## src/rtl/lot_pkg.sv

```systemverilog
// Shared encodings for the lottery scoreboard: prize codes, point values,
// winner codes and the game FSM states.
package lot_pkg;

  localparam logic [1:0] PREMIO_NENHUM = 2'b00;
  localparam logic [1:0] PREMIO_PEQ    = 2'b01;
  localparam logic [1:0] PREMIO_MED    = 2'b10;
  localparam logic [1:0] PREMIO_GRANDE = 2'b11;

  localparam logic [4:0] PTS_NENHUM = 5'd0;
  localparam logic [4:0] PTS_PEQ    = 5'd2;
  localparam logic [4:0] PTS_MED    = 5'd5;
  localparam logic [4:0] PTS_GRANDE = 5'd10;
  localparam logic [4:0] SCORE_MAX  = 5'd31;

  localparam logic [1:0] VENC_NENHUM = 2'b00;
  localparam logic [1:0] VENC_P1     = 2'b01;
  localparam logic [1:0] VENC_P2     = 2'b10;
  localparam logic [1:0] VENC_EMPATE = 2'b11;

  typedef enum logic [1:0] {
    ST_IDLE = 2'b00,
    ST_PLAY = 2'b01,
    ST_EVAL = 2'b10,
    ST_DONE = 2'b11
  } state_t;

  function automatic logic [4:0] pts_of(input logic [1:0] code);
    logic [4:0] pts;
    case (code)
      PREMIO_PEQ:    pts = PTS_PEQ;
      PREMIO_MED:    pts = PTS_MED;
      PREMIO_GRANDE: pts = PTS_GRANDE;
      default:       pts = PTS_NENHUM;
    endcase
    return pts;
  endfunction

  function automatic logic [1:0] vencedor_de(input logic [4:0] a, input logic [4:0] b);
    logic [1:0] v;
    if (a > b)      v = VENC_P1;
    else if (b > a) v = VENC_P2;
    else            v = VENC_EMPATE;
    return v;
  endfunction

endpackage

```

## src/rtl/lot_placar_soma.sv

```systemverilog
// Prize-to-points mapping plus a saturating 5-bit add; the sum is formed
// 6 bits wide so a carry out clamps to the maximum score instead of wrapping.
module lot_soma_sat
  import lot_pkg::*;
(
  input  logic [4:0] score,
  input  logic [1:0] premio,
  output logic [4:0] soma
);

  logic [5:0] sum_w;

  assign sum_w = {1'b0, score} + {1'b0, pts_of(premio)};
  assign soma  = (sum_w > {1'b0, SCORE_MAX}) ? SCORE_MAX : sum_w[4:0];

endmodule

```

## src/rtl/lot_placar.sv

```systemverilog
// Scoreboard / game controller downstream of the ticket checker: alternates
// turns, accumulates saturating scores, ends the game and reports the winner.
module lot_placar
  import lot_pkg::*;
#(
  parameter int ROUNDS = 5,
  parameter int TARGET = 20
) (
  input  logic       clk,
  input  logic       reset,
  input  logic       start,
  input  logic       premio_valid,
  input  logic [1:0] premio,
  output logic       pronto,
  output logic       turno,
  output logic [3:0] rodada,
  output logic [4:0] p1,
  output logic [4:0] p2,
  output logic       fim_jogo,
  output logic [1:0] vencedor
);

  localparam logic [3:0] ROUNDS_L = 4'(ROUNDS);
  localparam logic [4:0] TARGET_L = 5'(TARGET);

  state_t     state, state_n;
  logic [4:0] p1_n, p2_n;
  logic [4:0] soma_in, soma;
  logic [3:0] rodada_n;
  logic       turno_n;
  logic       fim_n;
  logic [1:0] venc_n;

  // One adder shared by both players; turno picks whose score it extends.
  assign soma_in = turno ? p2 : p1;

  lot_soma_sat u_soma (
    .score  (soma_in),
    .premio (premio),
    .soma   (soma)
  );

  assign pronto = (state == ST_PLAY);

  always_ff @(posedge clk or posedge reset) begin
    if (reset) begin
      state    <= ST_IDLE;
      p1       <= '0;
      p2       <= '0;
      rodada   <= '0;
      turno    <= 1'b0;
      fim_jogo <= 1'b0;
      vencedor <= VENC_NENHUM;
    end else begin
      state    <= state_n;
      p1       <= p1_n;
      p2       <= p2_n;
      rodada   <= rodada_n;
      turno    <= turno_n;
      fim_jogo <= fim_n;
      vencedor <= venc_n;
    end
  end

  // End-of-game is decided on the scoring edge from the updated values so
  // that fim_jogo and vencedor come out of flops during the EVAL cycle.
  always_comb begin
    state_n  = state;
    p1_n     = p1;
    p2_n     = p2;
    rodada_n = rodada;
    turno_n  = turno;
    fim_n    = 1'b0;
    venc_n   = vencedor;
    case (state)
      ST_IDLE: begin
        if (start) begin
          state_n  = ST_PLAY;
          p1_n     = '0;
          p2_n     = '0;
          rodada_n = '0;
          turno_n  = 1'b0;
          venc_n   = VENC_NENHUM;
        end
      end
      ST_PLAY: begin
        if (premio_valid) begin
          if (turno) p2_n = soma;
          else       p1_n = soma;
          rodada_n = rodada + {3'b000, turno};
          turno_n  = ~turno;
          state_n  = ST_EVAL;
          if ((p1_n >= TARGET_L) || (p2_n >= TARGET_L) || (rodada_n == ROUNDS_L)) begin
            fim_n  = 1'b1;
            venc_n = vencedor_de(p1_n, p2_n);
          end
        end
      end
      ST_EVAL: begin
        state_n = fim_jogo ? ST_DONE : ST_PLAY;
      end
      ST_DONE: begin
        if (start) begin
          state_n  = ST_PLAY;
          p1_n     = '0;
          p2_n     = '0;
          rodada_n = '0;
          turno_n  = 1'b0;
          venc_n   = VENC_NENHUM;
        end
      end
      default: state_n = ST_IDLE;
    endcase
  end

endmodule

```

## config.mk

```make
export PLATFORM = sky130hd
export DESIGN_NAME = lot_placar
export DESIGN_NICKNAME = d
export VERILOG_FILES = /design/src/rtl/lot_pkg.sv /design/src/rtl/lot_placar_soma.sv /design/src/rtl/lot_placar.sv
export SDC_FILE = /design/constraint.sdc
export NUM_CORES = 1
export LEC_CHECK = 0
export ABC_AREA = 0
export BUFFER_PORTS_ARGS = -buffer_cell sky130_fd_sc_hd__buf_2
export CAP_MARGIN = 20
export CORE_ASPECT_RATIO = 0.6
export CORE_MARGIN = 1
export CORE_UTILIZATION = 30
export DETAILED_ROUTE_END_ITERATION = 10
export PLACE_DENSITY_LB_ADDON = 0.08
export SYNTH_ARGS = -nofsm -noshare
export SYNTH_HDL_FRONTEND = slang
export SYNTH_HIERARCHICAL = 1
export SYNTH_SLANG_ARGS = --single-unit
export TNS_END_PERCENT = 20
```

## constraint.sdc

```tcl
create_clock -name clk -period 2.85 [get_ports clk]
set_input_delay 0.285 -clock clk [delete_from_list [all_inputs] [get_ports clk]]
set_output_delay 0.285 -clock clk [all_outputs]
set_load 0.02 [all_outputs]
```

Yosys cells after proc, flatten, opt, wreduce, memory -nomap -nowiden

Index checks and enable logic that the tools add are counted.

Flip-flop bits (word level): 20
Bits in writable memories: 0
Latch bits: 0
Bits in read-only memories: 0
Memories kept: 0
Output and inout bits: 19
Word-level logic and storage cells: 66

Divide/modulo/power cells: 0
Reduce and logical (&&, ||, !) cells: 8
Bitwise logic cells: 1
Magnitude comparators: 5
Equal/unequal tests: 10
Add/subtract/negate cells: 2
Shift-type cells: 0
Multipliers: 0
Multiplexer cells: 33

Operator list:

| kind                                                                   | count |
|---|---|
| 5-bit two-way mux                                                      | 11 |
| 5-bit one-hot mux with 2 select lines                                  | 2 |
| 2-bit two-way mux                                                      | 7 |
| 4-bit one-hot mux with 3 select lines                                  | 1 |
| 5-bit >= comparator (second input constant)                            | 2 |
| 5-bit > comparator                                                     | 2 |
| 2-bit equality test (second input constant)                            | 4 |
| 4-bit two-way mux                                                      | 2 |
| 4-bit one-hot mux with 2 select lines                                  | 1 |
| 5-bit by 4-bit adder with 6-bit output                                 | 1 |
| 6-bit by 5-bit > comparator with 1-bit output (second input constant)  | 1 |
| 1-bit two-way mux                                                      | 6 |
| 2-bit one-hot mux with 3 select lines                                  | 1 |
| 4-bit by 1-bit adder with 4-bit output                                 | 1 |
| 2-bit by 1-bit equality test with 1-bit output (second input constant) | 2 |
| 4-bit by 3-bit equality test with 1-bit output (second input constant) | 1 |
| 2-bit by 1-bit != test with 1-bit output (second input constant)       | 2 |
| 2-bit one-hot mux with 2 select lines                                  | 1 |
| 4-bit AND reduction                                                    | 1 |
| 3-bit AND reduction                                                    | 1 |
| 2-bit zero test                                                        | 1 |
| 1-bit logical OR                                                       | 2 |
| 2-bit != test (second input constant)                                  | 1 |
| 1-bit one-hot mux with 2 select lines                                  | 1 |
| 4 further kinds                                                        | 4 |

Longest topological paths before layout

Depth after elaboration: 14
Depth in mapped cells: 16
Gate-level depth less buffers: 14

Cells and area by module

The synthesis kept the hierarchy.

Modules (own cells, without submodules):

| module       | seq. area each (µm²) | area each (µm²) | cells an instance | instances |
|---|---|---|---|---|
| lot_placar   | 500.5                | 1261.2          | 123               | 1 |
| lot_soma_sat | 0.0                  | 217.7           | 28                | 1 |

Worst setup path before layout

No wires, ideal clock.

Kind: flip-flop to flip-flop
Start point: register turno
End point: register vencedor[0]
Setup slack: -0.389 ns
Setup time: 0.092 ns
Required time: 2.758 ns
Cell stages (with the launch flop): 14
Arrival time: 3.147 ns
Cells stage by stage: dfrtp_1 buf_6 buf_2 mux2_2 ha_1 a21o_1 a21oi_1 mux2i_1 mux2_2 ha_1 a21o_1 a21oi_1 a32oi_1 o31ai_2

Word-level cells in the longest chain between the ends: 13
Elaborated cells between the ends (all ways): 25

RTL lines:

| element                                       | RTL line              | RTL |
|---|---|---|
| start: declaration                            | lot_placar.sv:15      | `output logic turno,` |
| start signal: assignment                      | lot_placar.sv:59      | `turno <= turno_n;` |
| 5-bit two-way mux *                           | lot_placar.sv:35      | `assign soma_in = turno ? p2 : p1;` |
| named net soma_in[1]                          | lot_placar.sv:28      | `logic [4:0] soma_in, soma;` |
| 5-bit by 4-bit adder with 6-bit output *      | lot_placar_soma.sv:13 | `assign sum_w = {1'b0, score} + {1'b0, pts_of(premio)};` |
| 6-bit by 5-bit > comparator with 1-bit output | lot_placar_soma.sv:14 | `assign soma = (sum_w > {1'b0, SCORE_MAX}) ? SCORE_MAX : sum_w[4:0];` |
| 5-bit two-way mux *                           | lot_placar_soma.sv:14 |  |
| named net soma[3]                             | lot_placar.sv:28      |  |
| 5-bit two-way mux                             | lot_placar.sv:88      | `if (turno) p2_n = soma;` |
| 5-bit two-way mux                             | lot_placar.sv:87      | `if (premio_valid) begin` |
| 5-bit two-way mux                             | lot_placar.sv:75      | `case (state)` |
| 5-bit > comparator                            | lot_pkg.sv:42         | `else if (b > a) v = VENC_P2;` |
| 1-bit two-way mux                             | lot_pkg.sv:42         |  |
| 2-bit two-way mux                             | lot_pkg.sv:41         | `if (a > b) v = VENC_P1;` |
| 2-bit two-way mux                             | lot_placar.sv:93      | `if ((p1_n >= TARGET_L) \|\| (p2_n >= TARGET_L) \|\| (rodada_n == ROUNDS_L)) begin` |
| 2-bit two-way mux                             | lot_placar.sv:87      |  |
| 2-bit one-hot mux with 2 select lines         | lot_placar.sv:75      |  |
| end signal: assignment                        | lot_placar.sv:61      | `vencedor <= venc_n;` |
| end: declaration                              | lot_placar.sv:20      | `output logic [1:0] vencedor` |

The timed path passes the listed nets; every way through them passes the cells marked *. The select of a mux whose other input is x is not followed.
A chain may end at the register's enable or synchronous reset.

Worst setup path after layout

Same ends and word-level chain as after synthesis.

==> impl_metrics.csv <==
group,metric,value,unit
outcome,status,"finished, violations left",
outcome,violations,"negative setup slack",
worst_setup_path,end_kind,"register",
global_routing,grt_max_degree,21,
route,wl_per_cell,16.13,um
route,antenna_left,0,
power,totalPowerFinal,2758,uW
global_routing,grt_pass1_wl,6568,um
timing,maxSlewViolCount,0,
global_routing,grt_pass1_vias,1237,
timing,max_slew.worst_pin.slew,0.8105,ns
timing,period_minus_slack,2.889,ns
flow_run,maxCapViolCount,0,
timing,timing.fmax,346.1,MHz
route,drc,0,
timing,rsz0062_at_grt,"yes",
timing,hold_violations,0,
floorplan,die-width,92.65,um
power,power_density,1377,nW/um2
logic_synthesis,yosysWarnings,6,
clock_network,ctsLongestPathBuffers,2,
clock_network,cts-root-buf,"clkbuf_8",
timing,slew-limit-headroom,45.91,%
clock_network,h-tree-depth,1,
cells_and_area,final_area,2003,um2
route,num_vias,1310,
logic_synthesis,synth_fp_nets,172,
placement,placed_area,1814,um2
route,routed_wl,4048,um
floorplan,core,4659,um2
global_routing,grt_util_all_layers,16.48,%
clock_network,cts_tree,"done",
worst_setup_path,path_max_fanout,7,
placement,numPortBuffers,24,
power,peakVddDrop,0.0004501,V
logic_synthesis,syn_area,1479,um2
cells_and_area,final_cell_mix,"buf_2, dfrtp_1, nand2_1",
worst_setup_path,cp.required,2.99,ns
logic_synthesis,synth.avg_cell_area,9.794,um2
worst_setup_path,crit_arrival,3.03,ns
route,first_iter_violations,42,
timing,post-route-period-util,101.4,%
clock_network,clock_latency,0.26,ns
global_routing,antenna_found_initial,0,
placement,place_ws,-0.06642,ns
cells_and_area,n_antenna_cell,0,
cells_and_area,drive_gt1_share,43.09,%
timing,worst_slack,-0.03940,ns
clock_network,cts_made_buffers,3,
route,vias_per_cell,5.219,
floorplan,die_h,56.39,um
timing,setup_viol,2,
global_routing,grt_overflow,0,
hold_path,min-delay-path-class,"in2async",
worst_setup_path,cp-start-kind,"register",
placement,dp_hpwl,2984,um
clock_network,clkTransAtPathRegs,0.08,ns
logic_synthesis,synth_cell_types,38,
timing,hold_ws,0.1688,ns
cells_and_area,layout-area-overhead-vs-synth,35.45,%
cells_and_area,final_common_cell,"buf_2",
route,drt_pass1_iterations,4,
placement,gp_congestion,0.8131,
floorplan,dieArea,5224,um2
power,leakagePower,0.0009362,uW
logic_synthesis,ys_seq_elements,20,
cells_and_area,finalNetCount,210,
floorplan,ios,25,
timing,fin_worst_skew,0.004217,ns
logic_synthesis,synth_seq_area_share,33.84,%
clock_network,cts_sinks,20,
logic_synthesis,synth_cells,151,
floorplan,rows,19,
worst_setup_path,path_class,"reg2reg",
floorplan,initial_core_util,31.74,%
[final timing paths]
kind                                      startpoint                 endpoint  slack [ns]  cells past startpoint
worst max-delay path               turno$_DFFE_PP0P_  vencedor[0]$_DFFE_PP0P_       -0.04                     11
worst min-delay path                           reset        p2[0]$_DFFE_PP0P_        0.17                      2
worst max register to register     turno$_DFFE_PP0P_  vencedor[0]$_DFFE_PP0P_       -0.04                     11
worst min register to register  state[1]$_DFFE_PP0P_     state[1]$_DFFE_PP0P_        0.53                      2
max in group asynchronous                      reset        turno$_DFFE_PP0P_        2.13                      2
min in group clk                        premio_valid       fim_jogo$_DFF_PP0_        0.24                      3
[per-stage QoR]
| stage | setup TNS (ns) | instances | utilization (%) |
|---|---|---|---|
| final | -0.05474 | 251 | 42.99 |
| after global routing | -0.2847 | 251 | 42.99 |
| after CTS | 0 | 250 | 41.62 |
| after detailed placement | -0.09297 | 243 | 38.94 |
| after global placement | -0.002054 | 243 | 38.94 |
| after floorplan | -0.01678 | 151 | - |
[synthesized netlist by cell type, drive strengths merged]
cell type,number,area [um2]
dfrtp,20,500.5
nand2,18,67.56
ha,14,175.2
o21ai,14,70.07
inv,9,33.78
mux2,9,101.4
a22o,7,61.31
a31oi,7,43.79
mux2i,6,60.06
nor2b,5,31.28
a21o,4,30.03
a21oi,4,20.02
nand2b,4,32.53
nand3,3,15.01
nor2,3,11.26
and3,2,12.51
buf,2,16.26
clkbuf,2,7.510
nand3b,2,15.01
a21bo,1,10.01
a22oi,1,12.51
a32oi,1,8.760
and2,1,6.260
and4,1,11.26
and4bb,1,12.51
fa,1,20.02
o211a,1,10.01
o211ai,1,7.510
o21bai,1,7.510
o2bb2ai,1,8.760
o31ai,1,12.51
o41ai,1,16.27
or2b,1,7.510
or4b,1,13.76
xor2,1,8.760
[sequential cells by signal (all words and copies together), names as in the netlist]
register,flops
p1,5
p2,5
rodada,4
state,2
vencedor,2
fim_jogo,1
turno,1
[timing repair]
item,in CTS,in global routing
pin swaps,3,6
gates resized for setup,9,10
buffers inserted,3,1
setup endpoints to repair,2,2
hold buffers,0,0
[final cells by class]
cell class | count | area (um2)
Timing Repair Buffer | 37 | 221.5
Sequential cell | 20 | 501.7
Clock buffer | 4 | 55.05
Fill cell | 467 | 2656
Inverter | 9 | 33.78
Tap cell | 63 | 78.83
Multi-Input combinational cell | 118 | 1112
[metal layers]
| layer | up-vias | share of wire, % | global-route usage, % |
|---|---|---|---|
| li1 | 635 | - | - |
| met2 | 33 | 38 | 21.69 |
| met5 | - | 0 | 0 |
| met4 | 0 | 0.47 | 2.637 |
| met1 | 640 | 55 | 27.03 |
| met3 | 2 | 5.7 | 3.388 |
[power breakdown]
| group | switching (uW) | total, uW | internal, uW |
|---|---|---|---|
| registers | 124 | 524 | 401 |
| logic | 1090 | 2010 | 920 |
| clock network | 103 | 226 | 123 |
| total | 1310 | 2760 | 1440 |
[critical path: stages, from the launching register on]
cell,delay (ns)
dfrtp_2,0.49
mux2_4,0.34
ha_4,0.22
a21o_4,0.24
a22oi_2,0.25
o21ai_2,0.14
mux2_4,0.30
ha_4,0.27
and3_4,0.19
o21ai_2,0.06
a32oi_2,0.18
o31ai_2,0.07
[cells by family after synthesis]
| family | count (synthesis) | synth area share [%] |
|---|---|---|
| AOI/OAI and AO/OA | 45 | 21.57 |
| xor gates and xnor gates | 1 | 0.5923 |
| adders and majority gates | 15 | 13.20 |
| buffers and inverters | 13 | 3.891 |
| DFF | 20 | 33.84 |
| muxes | 15 | 10.91 |
| and+or+nand+nor | 42 | 15.99 |
Note: power is estimated with default switching activity, not from simulation.
